**src/rtl/parking_pkg.sv**
```systemverilog
// Shared types and default parameters for the parking gate input stage
// and the downstream parking_system controller.
package parking_pkg;

  typedef enum logic [1:0] {
    IDLE    = 2'd0,
    WAIT_D1 = 2'd1,
    WAIT_D2 = 2'd2,
    HOLD    = 2'd3
  } gate_state_t;

  typedef logic [1:0] digit_t;

  localparam int DEF_DEBOUNCE_CYCLES = 4;
  localparam int DEF_ENTRY_TIMEOUT   = 16;

endpackage : parking_pkg

```
**src/rtl/debounce_filter.sv**
```systemverilog
// Two-flop synchroniser followed by a saturating debounce counter; the output
// toggles only after DEBOUNCE_CYCLES consecutive samples disagree with it.
module debounce_filter #(
  parameter int DEBOUNCE_CYCLES = 4
) (
  input  logic clk,
  input  logic reset,
  input  logic raw_in,
  output logic level_out
);

  localparam int                CNT_W    = $clog2(DEBOUNCE_CYCLES + 1);
  localparam logic [CNT_W-1:0]  CNT_LAST = CNT_W'(DEBOUNCE_CYCLES - 1);
  localparam logic [CNT_W-1:0]  CNT_MAX  = '1;

  logic             sync1_q, sync2_q;
  logic [CNT_W-1:0] cnt_q, cnt_d;
  logic             level_q, level_d;

  // NOTE: every variable gets a default first so no path leaves it unassigned
  // and no latch is inferred.
  always_comb begin
    cnt_d   = '0;
    level_d = level_q;
    if (sync2_q != level_q) begin
      if (cnt_q == CNT_LAST) begin
        level_d = ~level_q;
      end else if (cnt_q != CNT_MAX) begin
        cnt_d = cnt_q + 1'b1;
      end else begin
        cnt_d = cnt_q;
      end
    end
  end

  // NOTE: sequential state uses non-blocking assignments so every flop samples
  // pre-edge values regardless of statement order.
  always_ff @(posedge clk or posedge reset) begin
    if (reset) begin
      sync1_q <= 1'b0;
      sync2_q <= 1'b0;
      cnt_q   <= '0;
      level_q <= 1'b0;
    end else begin
      sync1_q <= raw_in;
      sync2_q <= sync1_q;
      cnt_q   <= cnt_d;
      level_q <= level_d;
    end
  end

  assign level_out = level_q;

endmodule : debounce_filter

```
**src/rtl/parking_gate_input.sv**
```systemverilog
// Conditions the gate loop sensors and captures a two-digit keypad password,
// abandoning the capture if a digit does not arrive within ENTRY_TIMEOUT cycles.
module parking_gate_input
  import parking_pkg::*;
#(
  parameter int DEBOUNCE_CYCLES = DEF_DEBOUNCE_CYCLES,
  parameter int ENTRY_TIMEOUT   = DEF_ENTRY_TIMEOUT
) (
  input  logic   clk,
  input  logic   reset,
  input  logic   raw_entrance,
  input  logic   raw_exit,
  input  logic   key_valid,
  input  digit_t key_code,
  output logic   sensor_entrance,
  output logic   sensor_exit,
  output digit_t password_1,
  output digit_t password_2,
  output logic   pw_ready,
  output logic   pw_timeout
);

  localparam int               TMR_W    = $clog2(ENTRY_TIMEOUT);
  localparam logic [TMR_W-1:0] TMR_LAST = TMR_W'(ENTRY_TIMEOUT - 1);

  gate_state_t      state_q, state_d;
  digit_t           pw1_q, pw1_d, pw2_q, pw2_d;
  logic [TMR_W-1:0] timer_q, timer_d;
  logic             ready_q, ready_d;
  logic             timeout_q, timeout_d;
  logic             ent_prev_q, exit_prev_q;
  logic             ent_level, exit_level;
  logic             ent_rise, exit_rise;

  debounce_filter #(.DEBOUNCE_CYCLES(DEBOUNCE_CYCLES)) u_ent_deb (
    .clk       (clk),
    .reset     (reset),
    .raw_in    (raw_entrance),
    .level_out (ent_level)
  );

  debounce_filter #(.DEBOUNCE_CYCLES(DEBOUNCE_CYCLES)) u_exit_deb (
    .clk       (clk),
    .reset     (reset),
    .raw_in    (raw_exit),
    .level_out (exit_level)
  );

  assign ent_rise  = ent_level  & ~ent_prev_q;
  assign exit_rise = exit_level & ~exit_prev_q;

  always_comb begin
    state_d   = state_q;
    pw1_d     = pw1_q;
    pw2_d     = pw2_q;
    timer_d   = timer_q;
    timeout_d = 1'b0;
    unique case (state_q)
      IDLE: begin
        if (ent_rise) begin
          state_d = WAIT_D1;
          timer_d = '0;
        end
      end
      WAIT_D1, WAIT_D2: begin
        // A new car restarts the capture; a key beats a same-cycle timeout.
        if (ent_rise) begin
          state_d = WAIT_D1;
          pw1_d   = '0;
          pw2_d   = '0;
          timer_d = '0;
        end else if (key_valid) begin
          timer_d = '0;
          if (state_q == WAIT_D1) begin
            pw1_d   = key_code;
            state_d = WAIT_D2;
          end else begin
            pw2_d   = key_code;
            state_d = HOLD;
          end
        end else if (timer_q == TMR_LAST) begin
          state_d   = IDLE;
          pw1_d     = '0;
          pw2_d     = '0;
          timer_d   = '0;
          timeout_d = 1'b1;
        end else begin
          timer_d = timer_q + 1'b1;
        end
      end
      HOLD: begin
        if (ent_rise) begin
          state_d = WAIT_D1;
          pw1_d   = '0;
          pw2_d   = '0;
          timer_d = '0;
        end else if (exit_rise) begin
          state_d = IDLE;
          pw1_d   = '0;
          pw2_d   = '0;
        end
      end
      default: state_d = IDLE;
    endcase
    ready_d = (state_d == HOLD);
  end

  always_ff @(posedge clk or posedge reset) begin
    if (reset) begin
      state_q     <= IDLE;
      pw1_q       <= '0;
      pw2_q       <= '0;
      timer_q     <= '0;
      ready_q     <= 1'b0;
      timeout_q   <= 1'b0;
      ent_prev_q  <= 1'b0;
      exit_prev_q <= 1'b0;
    end else begin
      state_q     <= state_d;
      pw1_q       <= pw1_d;
      pw2_q       <= pw2_d;
      timer_q     <= timer_d;
      ready_q     <= ready_d;
      timeout_q   <= timeout_d;
      ent_prev_q  <= ent_level;
      exit_prev_q <= exit_level;
    end
  end

  assign sensor_entrance = ent_level;
  assign sensor_exit     = exit_level;
  assign password_1      = pw1_q;
  assign password_2      = pw2_q;
  assign pw_ready        = ready_q;
  assign pw_timeout      = timeout_q;

endmodule : parking_gate_input
```
**config.mk**
```make
export PLATFORM = sky130hd
export DESIGN_NAME = parking_gate_input
export DESIGN_NICKNAME = d
export VERILOG_FILES = /design/src/rtl/parking_pkg.sv /design/src/rtl/debounce_filter.sv /design/src/rtl/parking_gate_input.sv
export SDC_FILE = /design/constraint.sdc
export NUM_CORES = 1
export LEC_CHECK = 0
export ABC_AREA = 1
export BUFFER_PORTS_ARGS = -buffer_cell sky130_fd_sc_hd__buf_2
export CORE_MARGIN = 4
export CORE_UTILIZATION = 55
export CTS_CLUSTER_SIZE = 25
export DETAILED_ROUTE_END_ITERATION = 10
export MAX_ROUTING_LAYER = met4
export PLACE_DENSITY = 0.75
export SLEW_MARGIN = 25
export SYNTH_ARGS = -nofsm -noshare
export SYNTH_HDL_FRONTEND = slang
export SYNTH_SLANG_ARGS = --single-unit
```
**constraint.sdc**
```tcl
create_clock -name clk -period 3.3 [get_ports clk]
set_input_delay 0.66 -clock clk [delete_from_list [all_inputs] [get_ports clk]]
set_output_delay 0.66 -clock clk [all_outputs]
set_load 0.03 [all_outputs]
```
==> summary.md, run 1 <==
| Metric | Value |
|---|---|
| Detailed-routing iteration count for the pre-antenna-repair pass | `5` |
| Setup-failing EPs final | `0` |
| Count of hold-fix buffers inserted at cts | `0` |
| Hold Crit Class | `register to register` |
| Crit path max-delay cell type | `dfrtp_1` |
| Remaining max-slew budget at the tightest pin | `0.406` |
| Final routed DRC violation total | `0` |
| Maximum buffer depth of the clock tree | `2` |
| Number of synthesized flops with an enable pin | `0` |
| Area fraction in compound gates after synthesis | `0.0323` |
| Stage delay of the slowest cell on the critical path | `490 ps` |
| Highest ir drop seen on vdd | `415 uV` |
| I/O pin count | `15` |
| Count of yosys warnings during synthesis | `0` |
| Pleak | `0.786 nW` |
| Dominant register cell in the synthesized netlist | `dfrtp_1` |
| Via count | `978` |
| Number of buffers created by CTS | `3` |
| Share of post-route cells with drive strength above 1 | `0.154` |
| Overall routed net length | `2310 um` |
| Overflow left after global routing | `0` |
| Post-CTS setup buffers | `0` |
| Fill cell instance count of the final layout | `204` |
| Maximum fanout count along the critical path | `7` |
| Nature of the critical path startpoint | `register` |
| Worst Skew | `6.07 ps` |
| Final Wtd Congestion | `0.836` |
| Family of cells with the greatest summed delay on the critical path | `flip-flops` |
| Largest family of logic cells by synthesized area | `simple AND/OR/NAND/NOR gates` |
| Reported max-cap violation count | `0` |
| Clock tree sinks | `26` |
| Die outline area | `3160 um2` |
| Post-route minimum period | `1710 ps` |
| Syn_nets | `162` |
| Number of core rows | `17` |
| All-layer global routing usage | `0.166` |
| Via count of the first global-routing pass | `973` |
| Xor and xnor fraction of the mapped netlist area | `0.0205` |
| Iteration-0 DRC count of the detailed router | `11` |
| Endpoint class of the critical path | `primary output` |
| Netlist area before placement | `1280 um2` |
| Effective utilization at floorplan | `0.578` |
| Average wire length per cell after detail routing | `12.2 um` |
| Initial antenna violation count | `0` |
| #FFs+latches synth | `26` |
| Mean instance size in the synthesized netlist | `8.70 um2` |
| Worst-Margin Slew | `885 ps` |
| Clock input transition at the sequential cells of the worst setup and hold paths | `120 ps` |
| Synthesized instance count | `147` |
| Fmax | `586 MHz` |
| Asr flop ratio synth | `1.00` |
| Critical Path, Cell by Cell | `buf_2` |
| Buffers added on ports | `14` |
| Largest net degree at the start of global routing | `27` |
| Clock tree from TritonCTS | `yes` |
| Nets | `179` |
| Most frequent standard cell in the layout excluding fill and tap cells | `nand2_1` |
| Critical path buffer and inverter count | `1` |
| Critical path data arrival time | `1050 ps` |
| Sequential element share of the synthesized area | `0.509` |
| Detail Route Antenna Nets | `0` |
| Adder and majority gate portion of the synthesized area | `0.0783` |
| Core Box Area | `2210 um2` |
| Average via count per standard cell | `5.15` |
| Outcome | `complete, no violations` |
| Insertion delay to the later sink of the worst-skew pair | `310 ps` |
| Total half-perimeter wirelength after legalization and detailed placement | `1820 um` |
| Most frequent cells in the layout | `nand2_1 (35), dfrtp_1 (26), nand3_1 (23)` |
| Sum of internal, switching and leakage power | `1.16 mW` |
| Power per cell area | `834 nW/um2` |
| Number of diodes | `0` |
| Number of hold-slack violations in the final timing report | `0` |
| Root buffer cell | `clkbuf_4` |
| Crit Path Class | `register to primary output` |
| Global-route wire length before repair | `4010 um` |
| Period Utilization, post-route | `0.517` |
| Resize count post-CTS | `0` |
| Req. time, crit path | `2640 ps` |
| Distinct cell type count after synthesis | `21` |
| Final max-slew violation count | `0` |
| Mux contribution to synthesized area | `0.0157` |
| H-tree level count | `1` |
| Die height | `56.2 um` |
| Syn-to-layout area delta | `8.71%` |
| Simple-gate portion of the synthesized area | `0.261` |
| RSZ-0062 raised after global routing | `false` |
| Total negative slack for setup checks | `0 ps` |
| Worst hold margin | `373 ps` |
| Die W | `56.2 um` |
registers in the layout, summed over array words and instances (netlist names):
register              count
u_exit_deb.sync1_q        1
pw_timeout                1
u_exit_deb.sync2_q        1
u_exit_deb.cnt_q          3
state_q                   2
pw_ready                  1
u_ent_deb.sync1_q         1
u_ent_deb.cnt_q           3
password_2                2
u_ent_deb.level_out       1
u_exit_deb.level_out      1
exit_prev_q               1
u_ent_deb.sync2_q         1
ent_prev_q                1
timer_q                   4
password_1                2
cell families after synthesis:
kind of cell | count (synthesis)
XOR/XNOR | 3
AO/OA/AOI/OAI | 7
buffers and inverters | 26
multiplexers | 2
adder cells (fa/ha/maj) | 8
AND/OR/NAND/NOR | 75
flip-flops | 26
power breakdown:
| part | leakage, nW | switching, mW | internal, mW |
|---|---|---|---|
| logic | 0.437 | 0.377 | 0.187 |
| clock network | 0.0138 | 0.0817 | 0.0427 |
| registers | 0.335 | 0.0642 | 0.407 |
| total | 0.786 | 0.523 | 0.636 |
Yosys cell counts (2+ instances only):
cell type	n	area share
nor2_1	9	0.026
mux2i_1	2	0.016
a21oi_1	2	0.0078
xor2_1	2	0.014
a22oi_1	2	0.012
nand2_2	3	0.015
dfrtp_1	26	0.51
inv_1	23	0.068
nand2_1	35	0.10
o21ai_0	2	0.0078
ha_1	8	0.078
nor2_2	2	0.0098
nand3_1	23	0.090
per-layer routing:
metal	global-route usage	share of wire
met2	0.289	0.52
met3	0.0626	0.052
met5	-	0
met4	0.0542	0.0095
met1	0.171	0.41
path summary, 6_finish.rpt:
check                                                      from                     endpoint  slack [ps]  cells after the start
worst max-delay path            u_ent_deb.level_out$_DFFE_PP0P_              sensor_entrance        1590                      1
worst min-delay path                u_ent_deb.sync1_q$_DFF_PP0_  u_ent_deb.sync2_q$_DFF_PP0_         370                      0
worst max register to register             state_q[0]$_DFF_PP0_    password_2[1]$_DFFE_PP0P_        1700                      7
worst min register to register      u_ent_deb.sync1_q$_DFF_PP0_  u_ent_deb.sync2_q$_DFF_PP0_         370                      0
max in group asynchronous                                 reset    password_2[0]$_DFFE_PP0P_        2480                      2
min in group asynchronous                                 reset  u_ent_deb.sync2_q$_DFF_PP0_         410                      2
through the flow:
step	utilization	setup slack, ps	cells	cell area, um2
after global placement	0.618	1770	187	1370
after global routing	0.628	1520	190	1390
final	0.628	1590	190	1390
after floorplan	-	1860	147	1280
after detailed placement	0.618	1710	187	1370
after CTS	0.628	1580	190	1390
worst register-to-register path, stage by stage, from the launching register on:
cell	delay, ps
dfrtp_1	440
inv_1	100
ha_1	360
nand2_1	90
nor2_1	280
nor2_4	90
nand3_1	80
nand2_1	60
layout make-up:
type / count / area (um2) / area share
Inverter: 24 / 90.1 / 0.0648
Multi-Input combinational cell: 95 / 522 / 0.375
Clock buffer: 3 / 22.5 / 0.0162
Sequential cell: 26 / 651 / 0.468
Timing Repair Buffer: 14 / 70.1 / 0.0504
Tap cell: 28 / 35.0 / 0.0252
Note: power is estimated with default switching activity, not from simulation.
==> run 2: changes to the inputs <==
- CORE_UTILIZATION: 55 -> 51
- PLACE_DENSITY: 0.75 -> 0.73
- clock period: 3.3 -> 1.5 ns (I/O delays scaled with it)
==> run 2 against run 1 <==
  * Critical path depth up 6
  * Power increased to 2.5 times the previous value
  * Routed wire length rose by 2.3%
  * Setup slack lost 1500 ps
  * Combinational power rose to 2.6 times the previous value
  * Clock skew rose by 1.4 ps
  * Highest routed layer unchanged
==> summary.md, run 2 (synthesis gave the netlist of run 1 again) <==
| Metric | Value |
|---|---|
| Outcome | `complete, no violations (unchanged)` |
| Number of diodes | `0 (unchanged)` |
| Post-route core utilization | `0.661 (was 0.628)` |
| Launch point of the worst reg-to-reg path | `state_q[1]$_DFF_PP0_ (was state_q[0]$_DFF_PP0_)` |
| Most frequent cells in the layout | `nand2_1 (35), dfrtp_1 (26), nand3_1 (23) (unchanged)` |
| Average via count per standard cell | `5.12 (was 5.15)` |
| Setup-failing EPs final | `0 (unchanged)` |
| Final Wtd Congestion | `0.876 (was 0.836)` |
| Total half-perimeter wirelength after legalization and detailed placement | `1730 um (was 1820 um)` |
| Die W | `58.1 um (was 56.2 um)` |
| Initial antenna violation count | `0 (unchanged)` |
| Core Box Area | `2300 um2 (was 2210 um2)` |
| Flip-flop count of the largest register, all copies and words added | `4 (unchanged)` |
| Most frequent standard cell in the layout excluding fill and tap cells | `nand2_1 (unchanged)` |
| Maximum buffer depth of the clock tree | `2 (unchanged)` |
| Area used by sequential logic in the layout | `651 um2 (unchanged)` |
| Placed inst area | `1410 um2 (was 1370 um2)` |
| Endpoint class of the critical path | `register (was primary output)` |
| Final max-slew violation count | `0 (unchanged)` |
| RSZ-0062 raised after global routing | `false (unchanged)` |
| Critical path data arrival time | `1630 ps (was 1050 ps)` |
| Number of hold-slack violations in the final timing report | `0 (unchanged)` |
| Largest net degree at the start of global routing | `27 (unchanged)` |
| Hold Crit Start | `raw_entrance (was u_ent_deb.sync1_q$_DFF_PP0_)` |
| Post-route minimum period | `1390 ps` |
| Buffers added on ports | `14 (unchanged)` |
| H-tree level count | `1 (unchanged)` |
| Detailed-routing iteration count for the pre-antenna-repair pass | `4 (was 5)` |
| Clock input transition at the sequential cells of the worst setup and hold paths | `150 ps (was 120 ps)` |
| Overflow left after global routing | `0 (unchanged)` |
| Overall routed net length | `2370 um (was 2310 um)` |
| Remaining max-slew budget at the tightest pin | `0.778 (was 0.406)` |
| Share of post-route cells with drive strength above 1 | `0.227 (was 0.154)` |
| Syn-to-layout area delta | `18.7% (was 8.71%)` |
| Effective utilization at floorplan | `0.557 (was 0.578)` |
| Fill cell instance count of the final layout | `187 (was 204)` |
| Final routed DRC violation total | `0 (unchanged)` |
| Highest ir drop seen on vdd | `1060 uV (was 415 uV)` |
| Insertion delay to the later sink of the worst-skew pair | `330 ps (was 310 ps)` |
| Period Utilization, post-route | `0.925` |
| Die height | `58.1 um (was 56.2 um)` |
| Clock tree from TritonCTS | `yes (unchanged)` |
| Worst-Margin Slew | `334 ps (was 885 ps)` |
| Final design area excluding fillers | `1520 um2 (was 1390 um2)` |
| CP startpoint | `state_q[1]$_DFF_PP0_ (was u_ent_deb.level_out$_DFFE_PP0P_)` |
| Root buffer cell | `clkbuf_4 (unchanged)` |
| Reported max-cap violation count | `0 (unchanged)` |
| Via count | `1023 (was 978)` |
| Most flop-heavy register | `timer_q (unchanged)` |
| Number of buffers created by CTS | `3 (unchanged)` |
| Hold Crit Class | `input pin to register (was register to register)` |
| Crit Path Class | `register to register (was register to primary output)` |
| Biggest regs | `timer_q: 4 flops, u_ent_deb.cnt_q: 3 flops, u_exit_deb.cnt_q: 3 flops (unchanged)` |
| I/O pin count | `15 (unchanged)` |
| Fmax | `720 MHz` |
| Nets | `188 (was 179)` |
| Average wire length per cell after detail routing | `11.8 um (was 12.2 um)` |
| Global-route wire length before repair | `4070 um (was 4010 um)` |
| Worst hold stages | `1 (was 0)` |
| Total negative slack for setup checks | `0 ps (unchanged)` |
| Die outline area | `3370 um2 (was 3160 um2)` |
| Clock tree sinks | `26 (unchanged)` |
| Worst Skew | `7.44 ps (was 6.07 ps)` |
| Area of the multi-input gates | `549 um2 (was 522 um2)` |
| Power per cell area | `1950 nW/um2 (was 834 nW/um2)` |
| Nature of the critical path startpoint | `register (unchanged)` |
| Pleak | `0.844 nW (was 0.786 nW)` |
| Detail Route Antenna Nets | `0 (unchanged)` |
| Path depth of the worst reg2reg path | `7 (unchanged)` |
| Req. time, crit path | `1740 ps (was 2640 ps)` |
| All-layer global routing usage | `0.162 (was 0.166)` |
| Via count of the first global-routing pass | `996 (was 973)` |
| Number of core rows | `17 (unchanged)` |
| Maximum fanout count along the critical path | `4 (was 7)` |
| Iteration-0 DRC count of the detailed router | `29 (was 11)` |
==> run 2: cell types whose count changed in the layout (fill, tap and decap cells not counted), sizes merged <==
cell	delta
clkinv	-1
buf	+8
bufinv	+1
dlygate4sd3	+1
inv	+1
==> run 2: worst paths after layout <==
| kind | to | slack, ps |
|---|---|---|
| max | password_1[1]$_DFFE_PP0P_ | 110 |
| max in group asynchronous | password_1[0]$_DFFE_PP0P_ | 690 |
| min | u_ent_deb.sync1_q$_DFF_PP0_ | 60 |
| min in group asynchronous | u_exit_deb.sync2_q$_DFF_PP0_ | 550 |
| min reg2reg | u_exit_deb.sync2_q$_DFF_PP0_ | 370 |
| max reg2reg | password_1[1]$_DFFE_PP0P_ | 110 |
==> run 2: stage by stage <==
| stage | std cells | power [mW] | hold WS [ps] | worst slack [ps] |
|---|---|---|---|---|
| after floorplan | 147 | 2.02 | 331 | 57.2 |
| after global placement | 193 | 2.31 | 335 | 67.1 |
| after detailed placement | 193 | 2.36 | 344 | 54.5 |
| after CTS | 198 | 2.87 | 46.9 | 10.7 |
| after global routing | 200 | 3.20 | 30.0 | 11.2 |
| final | 200 | 2.95 | 57.8 | 112 |
==> run 2: power by group <==
part           leakage [nW]  internal, mW  total, mW  switching (mW)
combinational         0.480         0.546       1.44           0.896
clock                0.0279         0.271      0.489           0.219
sequential            0.335         0.895       1.02           0.128
==> run 2: repair_timing <==
item,in CTS,in global routing
setup endpoints to repair,0,7
endpoints found under the hold margin,15,0
hold buffers,1,0
resized for setup,0,6
buffers inserted,0,2
==> run 2: cell type report <==
| cell class | instances | share of cell area |
|---|---|---|
| clock buffer | 3 | 0.0148 |
| clock inverter | 1 | 0.0198 |
| inverter | 24 | 0.0594 |
| multi-input combinational | 95 | 0.362 |
| sequential | 26 | 0.429 |
| tap | 28 | 0.0231 |
| timing repair buffer | 23 | 0.0923 |
==> run 2: critical path: stages (launching register included) <==
cell and delay (ps):
dfrtp_1 420, inv_1 120, ha_4 220, or2_2 280, nand2_1 90, inv_2 50
nand3_1 70, nand2_1 50
==> run 2: layer usage <==
metal	vias to the layer above	part of all wire	GRT usage
li1	512	-	-
met1	488	0.46	0.196
met2	18	0.50	0.263
met3	5	0.025	0.0267
met4	0	0.020	0.0728
met5	-	0	-
==> run 3: changes to the inputs <==
- CORE_ASPECT_RATIO: not set -> 1.25
==> run 3 against run 2 <==
  * The run now ends with negative hold slack left
  * Setup slack got worse by 28 ps
  * Final area is 3.1% lower
  * Power is 7.6% lower
  * Clock skew shrank 5.8 ps
  * Clock power shrank 29%
  * Utilization decreased by 5.5 points
  * Register-to-register slack got worse by 30 ps
  * Routed wire length is 6.4% lower
  * Maximum frequency is 2.0% lower
  * Flip-flop and latch count unchanged
  * Non-clock buffer count decreased by 3
==> summary.md, run 3 (synthesis gave the netlist of run 1 again) <==
| Metric | Value |
|---|---|
| Worst hold margin | `-1.35 ps (was 57.8 ps)` |
| Maximum buffer depth of the clock tree | `2 (unchanged)` |
| Remaining max-slew budget at the tightest pin | `0.793 (was 0.778)` |
| Outcome | `finished, violations left (was complete, no violations)` |
| Effective utilization at floorplan | `0.527 (was 0.557)` |
| Period Utilization, post-route | `0.944 (was 0.925)` |
| Req. time, crit path | `1730 ps (was 1740 ps)` |
| Hold Crit Class | `input pin to asynchronous set/reset pin (was input pin to register)` |
| All-layer global routing usage | `0.157 (was 0.162)` |
| Die outline area | `3380 um2 (was 3370 um2)` |
| Number of instances in the placed design | `197 (was 193)` |
| Non-filler instance count after layout | `202 (was 200)` |
| Nature of the critical path startpoint | `register (unchanged)` |
| Average via count per standard cell | `4.94 (was 5.12)` |
| Iteration-0 DRC count of the detailed router | `28 (was 29)` |
| Flip-flop count of the largest register, all copies and words added | `4 (unchanged)` |
| Setup-failing EPs final | `0 (unchanged)` |
| Detail Route Antenna Nets | `0 (unchanged)` |
| Register-to-register path setup slack | `80 ps (was 110 ps)` |
| Final Wtd Congestion | `0.833 (was 0.876)` |
| Most flop-heavy register | `timer_q (unchanged)` |
| Endpoint class of the critical path | `register (unchanged)` |
| Overflow left after global routing | `0 (unchanged)` |
| Critical path data arrival time | `1650 ps (was 1630 ps)` |
| Detailed-routing iteration count for the pre-antenna-repair pass | `5 (was 4)` |
| Count of hold-fix buffers inserted at cts | `0 (was 1)` |
| Crit path max-delay cell type | `dfrtp_1 (unchanged)` |
| Violations in the final reports | `negative hold slack` |
| Most frequent cells in the layout | `nand2_1 (35), dfrtp_1 (26), nand3_1 (23) (unchanged)` |
| I/O pin count | `15 (unchanged)` |
| Worst-Margin Slew | `309 ps (was 334 ps)` |
| Maximum fanout count along the critical path | `5 (was 4)` |
| Syn-to-layout area delta | `15.0% (was 18.7%)` |
| Launch point of the worst reg-to-reg path | `state_q[1]$_DFF_PP0_ (unchanged)` |
| Number of diodes | `0 (unchanged)` |
| Most frequent standard cell in the layout excluding fill and tap cells | `nand2_1 (unchanged)` |
| Worst Skew | `1.66 ps (was 7.44 ps)` |
| Insertion delay to the later sink of the worst-skew pair | `320 ps (was 330 ps)` |
| Number of core rows | `20 (was 17)` |
| Final max-slew violation count | `0 (unchanged)` |
| Global-route wire length before repair | `3910 um (was 4070 um)` |
| Stage delay of the slowest cell on the critical path | `420 ps (about the same)` |
| Worst reg2reg endpoint | `password_1[0]$_DFFE_PP0P_ (was password_1[1]$_DFFE_PP0P_)` |
| Clock input transition at the sequential cells of the worst setup and hold paths | `130 ps (was 150 ps)` |
| Fmax | `706 MHz (was 720 MHz)` |
| Die height | `64.0 um (was 58.1 um)` |
| Clock tree from TritonCTS | `yes (unchanged)` |
| Highest ir drop seen on vdd | `940 uV (was 1060 uV)` |
| Reported max-cap violation count | `0 (unchanged)` |
| Via count of the first global-routing pass | `971 (was 996)` |
| Clock tree sinks | `26 (unchanged)` |
| Core Box Area | `2430 um2 (was 2300 um2)` |
| H-tree level count | `1 (unchanged)` |
| Overall routed net length | `2220 um (was 2370 um)` |
| Initial antenna violation count | `0 (unchanged)` |
| Final routed DRC violation total | `0 (unchanged)` |
| Share of post-route cells with drive strength above 1 | `0.207 (was 0.227)` |
| Via count | `998 (was 1023)` |
| Post-route minimum period | `1420 ps (was 1390 ps)` |
| Nets | `185 (was 188)` |
| Crit Path Class | `register to register (unchanged)` |
| Number of hold-slack violations in the final timing report | `4 (was 0)` |
| Total half-perimeter wirelength after legalization and detailed placement | `1720 um (was 1730 um)` |
| Die W | `52.8 um (was 58.1 um)` |
| Buffers added on ports | `14 (unchanged)` |
| Largest net degree at the start of global routing | `27 (unchanged)` |
| Sum of internal, switching and leakage power | `2.73 mW (was 2.95 mW)` |
| Pleak | `0.826 nW (was 0.844 nW)` |
| Number of buffers created by CTS | `3 (unchanged)` |
| Family of cells with the greatest summed delay on the critical path | `simple AND/OR/NAND/NOR gates (unchanged)` |
| Critical path buffer and inverter count | `2 (unchanged)` |
| Root buffer cell | `clkbuf_4 (unchanged)` |
| Critical Path, Cell by Cell | `inv_1 > ha_4 > or2_2 > nand2_1 > inv_1 > nand3_1 > nand2_1 (was inv_1 > ha_4 > or2_2 > nand2_1 > inv_2 > nand3_1 > nand2_1)` |
| Power per cell area | `1860 nW/um2 (was 1950 nW/um2)` |
| Biggest regs | `timer_q: 4 flops, u_ent_deb.cnt_q: 3 flops, u_exit_deb.cnt_q: 3 flops (unchanged)` |
| Path depth of the worst reg2reg path | `7 (unchanged)` |
| Average wire length per cell after detail routing | `11.0 um (was 11.8 um)` |
-- run 3: cell types whose count changed in the layout (fill, tap and decap cells not counted) --
cell           previous run  this run
buf_4                     8         6
bufinv_16                 1         0
clkbuf_8                  0         1
dlygate4sd3_1             1         0
ha_1                      6         7
ha_4                      2         1
inv_1                    21        22
inv_2                     3         2
-- run 3: layer usage --
layer / vias to the layer above / track usage / routed length [um]
met1: 468 / 0.174 / 966
met2: 25 / 0.269 / 1120
li1: 501 / - / -
met3: 4 / 0.0210 / 101
met5: - / - / 0
met4: 0 / 0.0767 / 29
-- run 3: power by group --
part,leakage [nW],internal [mW],switching [mW],total (mW)
combinational,0.469,0.496,0.880,1.38
clock,0.0210,0.149,0.199,0.347
sequential,0.335,0.895,0.112,1.01
-- run 3: final cells by class --
class,instances,area [um2]
clock buffers,4,36.3
multi-input cells,95,537
flip-flops and latches,26,651
repair buffers,20,115
fillers,235,957
well taps,33,41.3
inverters,24,90.1
-- run 3: per-stage QoR --
| stage | utilization | setup WS, ps | TNS [ps] | cell area [um2] |
|---|---|---|---|---|
| 2_1_floorplan | - | 57.2 | 0 | 1280 |
| 5_1_grt | 0.606 | -3.32 | -3.32 | 1470 |
| 3_5_place_dp | 0.581 | 40.1 | 0 | 1410 |
| 6_report | 0.606 | 83.7 | 0 | 1470 |
| 4_1_cts | 0.596 | 15.5 | 0 | 1450 |
| 3_3_place_gp | 0.581 | 73.0 | 0 | 1410 |
-- run 3: how the worst max path moves through the flow --
| stage | from | to | slack [ps] | cells past startpoint |
|---|---|---|---|---|
| after floorplan | state_q[0]$_DFF_PP0_ | password_1[0]$_DFFE_PP0P_ | 60 | 7 |
| after global placement | state_q[0]$_DFF_PP0_ | password_1[1]$_DFFE_PP0P_ | 70 | 7 |
| after detailed placement | state_q[1]$_DFF_PP0_ | password_2[1]$_DFFE_PP0P_ | 40 | 7 |
| after CTS | state_q[0]$_DFF_PP0_ | password_2[1]$_DFFE_PP0P_ | 20 | 7 |
| after global routing | timer_q[0]$_DFFE_PP0P_ | password_2[0]$_DFFE_PP0P_ | -3 | 8 |
| final | state_q[1]$_DFF_PP0_ | password_1[0]$_DFFE_PP0P_ | 80 | 7 |
-- run 3: worst min-delay path, stage by stage --
cell and delay (ps):
buf_2 90, inv_1 40, buf_4 290
-- run 3: repair_timing --
action,in CTS,in global routing
endpoints found under the setup margin,0,7
setup buffers,0,1
gates resized for setup,0,3
